<file path="src/rtl/riscv_core_mul_in.sv">
// Sequential shift-add multiplier front end: operand sign handling and unsigned magnitude product.
// Define MUL_IN_RADIX4_EN to retire two multiplier bits per BUSY cycle instead of one.
module riscv_core_mul_in #(
    parameter int unsigned XLEN = 64
) (
    input  logic                i_mul_in_clk,
    input  logic                i_mul_in_rst,
    input  logic                i_mul_in_valid,
    output logic                o_mul_in_ready,
    input  logic [XLEN-1:0]     i_mul_in_srcA,
    input  logic [XLEN-1:0]     i_mul_in_srcB,
    input  logic [1:0]          i_mul_in_control,
    input  logic                i_mul_in_isword,
    input  logic                i_mul_in_flush,
    output logic                o_mul_in_valid,
    input  logic                i_mul_in_ready,
    output logic                o_mul_in_srcA_Dsign,
    output logic                o_mul_in_srcB_Dsign,
    output logic                o_mul_in_srcA_Wsign,
    output logic                o_mul_in_srcB_Wsign,
    output logic [1:0]          o_mul_in_control,
    output logic                o_mul_in_isword,
    output logic [2*XLEN-1:0]   o_mul_in_product
);

    localparam int unsigned HALF = XLEN / 2;
`ifdef MUL_IN_RADIX4_EN
    localparam int unsigned STEP_BITS = 2;
`else
    localparam int unsigned STEP_BITS = 1;
`endif
    localparam int unsigned N_D = XLEN / STEP_BITS;
    localparam int unsigned N_W = HALF / STEP_BITS;
    localparam int unsigned CW  = $clog2(N_D + 1);

    typedef enum logic [1:0] {
        IDLE = 2'd0,
        BUSY = 2'd1,
        DONE = 2'd2
    } state_t;

    state_t             state_q, state_d;
    logic [CW-1:0]      cnt_q, cnt_d;
    logic [2*XLEN-1:0]  mcand_q, mcand_d;
    logic [XLEN-1:0]    mplier_q, mplier_d;
    logic [2*XLEN-1:0]  prod_q, prod_d;
    logic               a_dsign_q, a_dsign_d;
    logic               b_dsign_q, b_dsign_d;
    logic               a_wsign_q, a_wsign_d;
    logic               b_wsign_q, b_wsign_d;
    logic [1:0]         ctrl_q, ctrl_d;
    logic               isword_q, isword_d;

    logic               dsa, dsb, wsa, wsb;
    logic [XLEN-1:0]    op_a, op_b, mag_a, mag_b;
    logic [2*XLEN-1:0]  pp;
    logic [CW-1:0]      last_step;

    // Sign flags and magnitudes of the incoming request operands.
    always_comb begin
        wsa = i_mul_in_isword & i_mul_in_srcA[HALF-1];
        wsb = i_mul_in_isword & i_mul_in_srcB[HALF-1];
        dsa = 1'b0;
        dsb = 1'b0;
        if (!i_mul_in_isword) begin
            case (i_mul_in_control)
                2'b00, 2'b01: begin
                    dsa = i_mul_in_srcA[XLEN-1];
                    dsb = i_mul_in_srcB[XLEN-1];
                end
                2'b10: dsa = i_mul_in_srcA[XLEN-1];
                default: ;
            endcase
        end
        op_a = i_mul_in_isword ? {{HALF{i_mul_in_srcA[HALF-1]}}, i_mul_in_srcA[HALF-1:0]}
                               : i_mul_in_srcA;
        op_b = i_mul_in_isword ? {{HALF{i_mul_in_srcB[HALF-1]}}, i_mul_in_srcB[HALF-1:0]}
                               : i_mul_in_srcB;
        // The most-negative value negates to itself, which reads correctly as 2^(XLEN-1) unsigned.
        mag_a = (dsa | wsa) ? -op_a : op_a;
        mag_b = (dsb | wsb) ? -op_b : op_b;
    end

    always_comb begin
`ifdef MUL_IN_RADIX4_EN
        pp = (mplier_q[0] ? mcand_q : '0)
           + (mplier_q[1] ? {mcand_q[2*XLEN-2:0], 1'b0} : '0);
`else
        pp = mplier_q[0] ? mcand_q : '0;
`endif
        last_step = isword_q ? CW'(N_W - 1) : CW'(N_D - 1);
    end

    always_comb begin
        state_d   = state_q;
        cnt_d     = cnt_q;
        mcand_d   = mcand_q;
        mplier_d  = mplier_q;
        prod_d    = prod_q;
        a_dsign_d = a_dsign_q;
        b_dsign_d = b_dsign_q;
        a_wsign_d = a_wsign_q;
        b_wsign_d = b_wsign_q;
        ctrl_d    = ctrl_q;
        isword_d  = isword_q;

        case (state_q)
            IDLE: begin
                if (i_mul_in_valid) begin
                    state_d   = BUSY;
                    cnt_d     = '0;
                    mcand_d   = {{XLEN{1'b0}}, mag_a};
                    mplier_d  = mag_b;
                    prod_d    = '0;
                    a_dsign_d = dsa;
                    b_dsign_d = dsb;
                    a_wsign_d = wsa;
                    b_wsign_d = wsb;
                    ctrl_d    = i_mul_in_control;
                    isword_d  = i_mul_in_isword;
                end
            end
            BUSY: begin
                if (i_mul_in_flush) begin
                    state_d = IDLE;
                    cnt_d   = '0;
                    prod_d  = '0;
                end else begin
                    prod_d   = prod_q + pp;
                    mcand_d  = mcand_q << STEP_BITS;
                    mplier_d = mplier_q >> STEP_BITS;
                    cnt_d    = cnt_q + CW'(1);
                    if (cnt_q == last_step) begin
                        state_d = DONE;
                    end
                end
            end
            DONE: begin
                if (i_mul_in_flush) begin
                    state_d = IDLE;
                    cnt_d   = '0;
                    prod_d  = '0;
                end else if (i_mul_in_ready) begin
                    state_d = IDLE;
                    cnt_d   = '0;
                end
            end
            default: state_d = IDLE;
        endcase
    end

    always_ff @(posedge i_mul_in_clk) begin
        if (i_mul_in_rst) begin
            state_q   <= IDLE;
            cnt_q     <= '0;
            mcand_q   <= '0;
            mplier_q  <= '0;
            prod_q    <= '0;
            a_dsign_q <= 1'b0;
            b_dsign_q <= 1'b0;
            a_wsign_q <= 1'b0;
            b_wsign_q <= 1'b0;
            ctrl_q    <= '0;
            isword_q  <= 1'b0;
        end else begin
            state_q   <= state_d;
            cnt_q     <= cnt_d;
            mcand_q   <= mcand_d;
            mplier_q  <= mplier_d;
            prod_q    <= prod_d;
            a_dsign_q <= a_dsign_d;
            b_dsign_q <= b_dsign_d;
            a_wsign_q <= a_wsign_d;
            b_wsign_q <= b_wsign_d;
            ctrl_q    <= ctrl_d;
            isword_q  <= isword_d;
        end
    end

    assign o_mul_in_ready      = (state_q == IDLE);
    assign o_mul_in_valid      = (state_q == DONE);
    assign o_mul_in_srcA_Dsign = a_dsign_q;
    assign o_mul_in_srcB_Dsign = b_dsign_q;
    assign o_mul_in_srcA_Wsign = a_wsign_q;
    assign o_mul_in_srcB_Wsign = b_wsign_q;
    assign o_mul_in_control    = ctrl_q;
    assign o_mul_in_isword     = isword_q;
    assign o_mul_in_product    = prod_q;

endmodule

</file>
<file path="config.mk">
export PLATFORM = sky130hd
export DESIGN_NAME = riscv_core_mul_in
export DESIGN_NICKNAME = d
export VERILOG_FILES = /design/src/rtl/riscv_core_mul_in.sv
export SDC_FILE = /design/constraint.sdc
export NUM_CORES = 1
export LEC_CHECK = 0
export CORE_AREA = 2 2 227 229
export CTS_CLUSTER_SIZE = 10
export DETAILED_ROUTE_END_ITERATION = 10
export DIE_AREA = 0 0 229 231
export PLACE_DENSITY = 0.72
export SETUP_SLACK_MARGIN = 0.1
export SLEW_MARGIN = 20
export SYNTH_ARGS = -nofsm -noshare
export SYNTH_HDL_FRONTEND = slang
export SYNTH_SLANG_ARGS = --single-unit
</file>
<file path="constraint.sdc">
create_clock -name i_mul_in_clk -period 10.2 [get_ports i_mul_in_clk]
set_input_delay 2.04 -clock i_mul_in_clk [delete_from_list [all_inputs] [get_ports i_mul_in_clk]]
set_output_delay 2.04 -clock i_mul_in_clk [all_outputs]
set_load 0.005 [all_outputs]
</file>
==> results of run 1 <==
## registers in the layout (all words and copies together), names as in the netlist
signal               cells
cnt_q                    7
mcand_q                128
mplier_q                64
o_mul_in_control         2
o_mul_in_isword          1
o_mul_in_product       128
o_mul_in_srcA_Dsign      1
o_mul_in_srcA_Wsign      1
o_mul_in_srcB_Dsign      1
o_mul_in_srcB_Wsign      1
state_q                  2
## cells in the mapped netlist, types with 5 or more instances
master / number
o21ai_1: 6
a311oi_1: 16
ha_1: 130
nor3_1: 98
and3_1: 12
nand2b_1: 17
a21oi_1: 415
o41ai_1: 17
nor2b_1: 13
o31ai_1: 31
xor2_1: 115
inv_1: 61
buf_2: 6
or4_1: 13
a211oi_1: 63
o311ai_0: 5
or3_1: 31
a31o_2: 5
a221oi_1: 42
or2_2: 12
nand2_1: 373
o221ai_1: 8
a31oi_1: 35
o211ai_1: 9
nor2_1: 439
clkbuf_1: 231
o21a_1: 22
nor4_1: 34
and2_1: 137
a21boi_0: 10
o21bai_1: 46
o21ai_0: 248
dfxtp_1: 336
a22oi_1: 48
xnor2_1: 120
a22o_1: 5
nand4_1: 73
a21o_1: 60
nand3_1: 93
## layout make-up
type	instances	area, um2	area share [%]
multi-input combinational	2876	17300	58.9
sequential	336	6730	22.9
timing repair buffer	296	2920	9.94
clock buffer	58	1170	3.99
tap	680	851	2.90
inverter	62	233	0.793
clock inverter	9	163	0.554
antenna	4	10.0	0.0341
## power groups by stage
stage	registers, W	clock network, W	logic, W
final	0.00142	0.00150	0.000543
after detailed placement	0.00144	0	0.000537
after global placement	0.00144	0	0.000534
after global routing	0.00142	0.00157	0.000599
after floorplan	0.00142	0	0.000360
after CTS	0.00142	0.00152	0.000539
## stage by stage
stage / instances / total power, W / utilization (%) / hold slack, ps / instance area [um2]
after floorplan: 3515 / 0.00178 / - / 432 / 25100
after detailed placement: 4250 / 0.00198 / 55.2 / 449 / 28000
after global routing: 4320 / 0.00359 / 57.9 / 480 / 29400
final: 4321 / 0.00346 / 57.9 / 450 / 29400
after CTS: 4317 / 0.00347 / 57.9 / 455 / 29300
after global placement: 4250 / 0.00198 / 55.2 / 441 / 28000
## critical path: cells and delay by family (launching register included)
family / cells / cell delay, ps
and+or+nand+nor: 3 / 580
xor gates and xnor gates: 1 / 210
DFF: 1 / 570
buffers and inverters: 1 / 60
adders and majority gates: 2 / 580
AOI/OAI and AO/OA: 8 / 3460
## worst max-delay path by stage
stage / end / cells past startpoint / from
after floorplan: mplier_q[56] / 11 / i_mul_in_srcB[14]
after global placement: mcand_q[32] / 11 / i_mul_in_isword
after detailed placement: mcand_q[32] / 11 / i_mul_in_isword
after CTS: o_mul_in_product[118] / 15 / mplier_q[0]
after global routing: mplier_q[57] / 12 / i_mul_in_isword
final: o_mul_in_product[118] / 15 / mplier_q[0]
## logic make-up (layout without fill, tap and decap cells)
group | after synthesis | in the layout
mux | 4 | 4
buf+inv | 303 | 425
fa+ha+maj | 131 | 131
compound gates | 1133 | 1133
flops | 336 | 336
other cells | 0 | 4
simple gates | 1373 | 1373
xor+xnor | 235 | 235
## routing by layer
layer,vias to the layer above,GRT usage (%)
met1,12300,42.6
met4,10,10.5
met3,160,6.88
met5,-,0
met2,922,52.2
li1,12800,-
==> results.py, run 1 <==
metrics = {
    "route": {
        "first_pass_iters": 5,
        "via_per_inst": 6.07,
        "vias": 26200,
        "drt-met1-wl_um": 38600,
        "met2_length_um": 39700,
        "wl_met3_um": 6800,
        "drc": 0,
        "detail-route-antenna-nets": 0,
        "finalWirelength_um": 87800,
        "wl_per_cell_um": 20.3,
        "drt_iter0_markers": 2251,
        "highest_layer": "met5",
    },
    "power_and_ir_drop": {
        "swShare_pct": 29.1,
        "p_seq_share_pct": 41.0,
        "power_frac_clock_pct": 43.3,
        "power.switching_w": 0.00101,
        "cellPowerDensity_mw_per_mm2": 118,
        "p_int_w": 0.00245,
        "vdd_ir_drop_max_v": 0.000121,
        "p_leak_nw": 10.8,
        "power_frac_comb_pct": 15.7,
    },
    "layout": {
        "final_common_cell": "nor2_1",
        "nNetsFinal": 3882,
        "area_growth_pct": 17.0,
        "drive_gt1_share_pct": 3.63,
        "final_cell_mix": "436 x nor2_1, 414 x a21oi_1, 371 x nand2_1, 335 x dfxtp_1, 270 x clkdlybuf4s50_1",
        "fillers": 5037,
    },
    "die": {
        "initial_core_util_pct": 49.5,
        "num_io_pins": 273,
        "die_h_um": 231,
        "core_area_mm2": 0.0507,
        "fp-row-count": 83,
        "die_width_um": 229,
        "dieArea_mm2": 0.0529,
    },
    "worst_setup_path": {
        "crit_type": "reg2reg",
        "slowest_delay_ps": 870,
        "arrival_ps": 6080,
        "slowest_stage": "o21ai_0",
        "endpoint_kind": "register",
        "r2r_cells": 15,
        "worstPathCellList": "and2_1, ha_1, inv_1, fa_1, nor2b_1, o2111ai_1, a211oi_1, nor2_1, o21ai_0, a31oi_1, o21ai_0, a31o_2, a31oi_1, xnor2_1, o21ai_0",
        "crit_path_start_kind": "register",
        "cp.required_ps": 10650,
        "r2r_start": "mplier_q[0]",
        "crit_top_cell": "o21ai_0",
        "reg2reg_to": "o_mul_in_product[118]",
        "reg2reg_slack_ps": 4570,
        "worstPathMaxFanout": 44,
    },
    "sta": {
        "slew_headroom_pct": 29.7,
        "fin_crit_sh_pct": 55.2,
        "rsz0062_at_grt": "false",
        "finalClockSkew_ps": 22.1,
        "setup_viol_count_final": 0,
        "max_freq_mhz": 177,
        "fin_crit_ps": 5630,
        "finalHoldViolations": 0,
        "setup_tns_ps": 0,
        "postLayoutSetupSlackWorst_ps": 4570,
        "slew_violations": 0,
        "tightestPinTransition_ps": 1040,
    },
    "synthesis": {
        "synthXorXnorAreaFrac_pct": 8.21,
        "synth_top_area_share_pct": 26.8,
        "synth_enable_flop_cells": 0,
        "ys_warn_count": 0,
        "synth-main-ff-cell": "dfxtp_1",
        "synthCells": 3515,
        "ys_seq_elements": 336,
        "syn_area_mm2": 0.0251,
        "syn-num-nets": 3782,
        "seq_area_frac_synth_pct": 26.8,
        "synth_top_family_by_area": "compound AO/OA/AOI/OAI gates",
        "yosysTopAreaCell": "dfxtp_1",
        "synth.mux.area_fraction_pct": 0.165,
        "avgSynthCellArea_um2": 7.14,
        "synth_adder_area_share_pct": 6.56,
        "yosys.area_share.simple_pct": 25.7,
        "ys_async_sr_fraction_pct": 0,
        "synth_area_leaders": "dfxtp_1 27%, a21oi_1 8.3%, nor2_1 6.6%, ha_1 6.5%, nand2_1 5.6%",
        "synth.distinct_cells": 84,
        "synth_compound_area_share_pct": 28.0,
    },
    "clocking": {
        "clk_path_buf_depth": 3,
        "cts_buffers": 43,
        "clock_latency_ps": 600,
        "cts_tree": "built",
        "hold_buffers": 0,
        "post_cts_buffers": 0,
        "clock-root-buffer": "clkbuf_16",
        "cts_resized": 0,
        "clock_sinks": 336,
        "cts.clk_slew.worst_paths_ps": 50,
        "htreeDepth": 2,
    },
    "worst_hold_path": {
        "min_path_cells": 2,
        "holdCritPathClass": "reg2reg",
        "hold_end": "mcand_q[127]",
        "min_from": "mcand_q[127]",
    },
    "global_route": {
        "grt_pass1_vias": 24500,
        "antenna_found_initial": 11,
        "grt_usage_pct": 32.2,
        "grt.overflow.total": 0,
        "grt_pass1_wl_um": 138000,
        "grt_start_max_net_pins": 184,
    },
    "place": {
        "hpwl_um": 66000,
        "port_buffers": 272,
        "pre_cts_ws_ps": 4160,
        "gp_congestion": 1.03,
    },
    "status": {
        "status": "finished clean",
    },
    "job": {
        "cap_violations": 0,
    },
}
Note: power is estimated with default switching activity, not from simulation.
==> inputs of run 2 (changes only) <==
Clock period 10.2 ns to 5.3 ns, I/O delays scaled along.
==> results.py, run 2 (synthesis results as in run 1) <==
metrics = {
    "sta": {
        "slew_violations": 0,
        "fin_crit_ps": 4920,
        "setup_tns_ps": 0,
        "slew_headroom_pct": 30.8,
        "finalHoldViolations": 0,
        "tightestPinTransition_ps": 1030,
        "finalClockSkew_ps": 14.0,
        "rsz0062_at_grt": "false",
        "fin_crit_sh_pct": 92.8,
        "setup_viol_count_final": 0,
        "max_freq_mhz": 203,
    },
    "place": {
        "hpwl_um": 65300,
        "gp_congestion": 1.04,
        "place_area_mm2": 0.0282,
        "port_buffers": 272,
    },
    "route": {
        "finalWirelength_um": 86600,
        "detail-route-antenna-nets": 0,
        "wl_per_cell_um": 20.0,
        "first_pass_iters": 5,
        "via_per_inst": 6.08,
        "vias": 26400,
        "drt_iter0_markers": 2392,
        "drc": 0,
    },
    "power_and_ir_drop": {
        "p_leak_nw": 10.9,
        "cellPowerDensity_mw_per_mm2": 222,
        "vdd_ir_drop_max_v": 0.000195,
    },
    "layout": {
        "drive_gt1_share_pct": 4.24,
        "nNetsFinal": 3903,
        "design_area_mm2": 0.0295,
        "final_common_cell": "nor2_1",
        "area_growth_pct": 17.5,
        "final_cell_mix": "436 x nor2_1, 414 x a21oi_1, 371 x nand2_1, 335 x dfxtp_1, 270 x clkdlybuf4s50_1",
    },
    "clocking": {
        "clock-root-buffer": "clkbuf_16",
        "clock_latency_ps": 580,
        "hold_buffers": 0,
        "cts_tree": "built",
        "cts_buffers": 43,
        "clock_sinks": 336,
        "clk_path_buf_depth": 3,
        "cts_resized": 0,
        "htreeDepth": 2,
        "cts.clk_slew.worst_paths_ps": 60,
        "post_cts_buffers": 0,
    },
    "worst_setup_path": {
        "endpoint_kind": "register",
        "crit_path_start_kind": "register",
        "crit_type": "reg2reg",
        "arrival_ps": 5390,
        "worstPathMaxFanout": 35,
        "cp.required_ps": 5770,
    },
    "die": {
        "die_h_um": 231,
        "dieArea_mm2": 0.0529,
        "core_area_mm2": 0.0507,
        "fp-row-count": 83,
        "num_io_pins": 273,
        "initial_core_util_pct": 49.5,
        "die_width_um": 229,
    },
    "status": {
        "status": "finished clean",
    },
    "global_route": {
        "antenna_found_initial": 8,
        "grt_pass1_wl_um": 136000,
        "grt_start_max_net_pins": 197,
        "grt.overflow.total": 0,
        "grt_pass1_vias": 24600,
        "grt_usage_pct": 31.7,
    },
    "job": {
        "cap_violations": 0,
    },
    "worst_hold_path": {
        "holdCritPathClass": "reg2reg",
    },
}
==> run 2: cell types whose count changed in the layout (fill, tap and decap cells not counted), sizes merged <==
cell | previous run | this run
buf | 25 | 46
clkbuf | 59 | 60
diode | 4 | 3
clkinv | 4 | 6
bufinv | 3 | 0
==> run 2: final timing paths <==
| path | start | end | slack [ps] | cells past startpoint |
|---|---|---|---|---|
| worst max-delay path | mplier_q[0] | o_mul_in_product[122] | 380 | 15 |
| worst min-delay path | mcand_q[127] | mcand_q[127] | 450 | 2 |
| worst max register to register | mplier_q[0] | o_mul_in_product[122] | 380 | 15 |
| worst min register to register | mcand_q[127] | mcand_q[127] | 450 | 2 |
==> run 2: power breakdown <==
group          leakage (nW)  switching, W  total, W  internal, W
combinational          7.56      0.000662   0.00105     0.000393
clock                 0.629       0.00115   0.00275      0.00160
sequential             2.73     0.0000867   0.00273      0.00264
==> run 2: area by class of cell <==
class / instances / area (um2)
inverters: 62 / 233
flip-flops and latches: 336 / 6730
fillers: 5014 / 21200
clock inverters: 8 / 60.1
repair buffers: 317 / 3100
diodes: 3 / 7.51
well taps: 680 / 851
multi-input cells: 2876 / 17300
clock buffers: 59 / 1230
==> run 2: per-stage QoR <==
step,std cells,setup WS [ps],utilization (%),hold slack [ps],power [W]
final,4341,380,58.2,454,0.00653
after global routing,4340,113,58.2,464,0.00679
after CTS,4338,438,58.1,454,0.00658
after detailed placement,4271,471,55.6,447,0.00382
after global placement,4271,675,55.6,441,0.00382
after floorplan,3515,1390,-,432,0.00343
==> run 2: routing by layer <==
metal / vias up / wire [um] / GRT usage (%) / share of wire (%)
li1: 12900 / - / - / -
met1: 12300 / 37700 / 41.6 / 43
met2: 971 / 38800 / 51.3 / 45
met3: 168 / 6800 / 6.21 / 7.9
met4: 6 / 3270 / 12.1 / 3.8
met5: - / 41 / 0 / 0.047
==> run 2: worst max-delay path, stage by stage, from the launching register on <==
cell       delay (ps)
dfxtp_4           580
and2_1            190
ha_1              180
inv_1              60
fa_1              410
nor2b_1           170
o2111ai_1         210
a211oi_1          560
o2111ai_1         290
o211ai_1          310
a31oi_1           280
o21bai_1          400
o21ai_0           200
a2111oi_0         550
o21ai_0           140
a32o_1            270
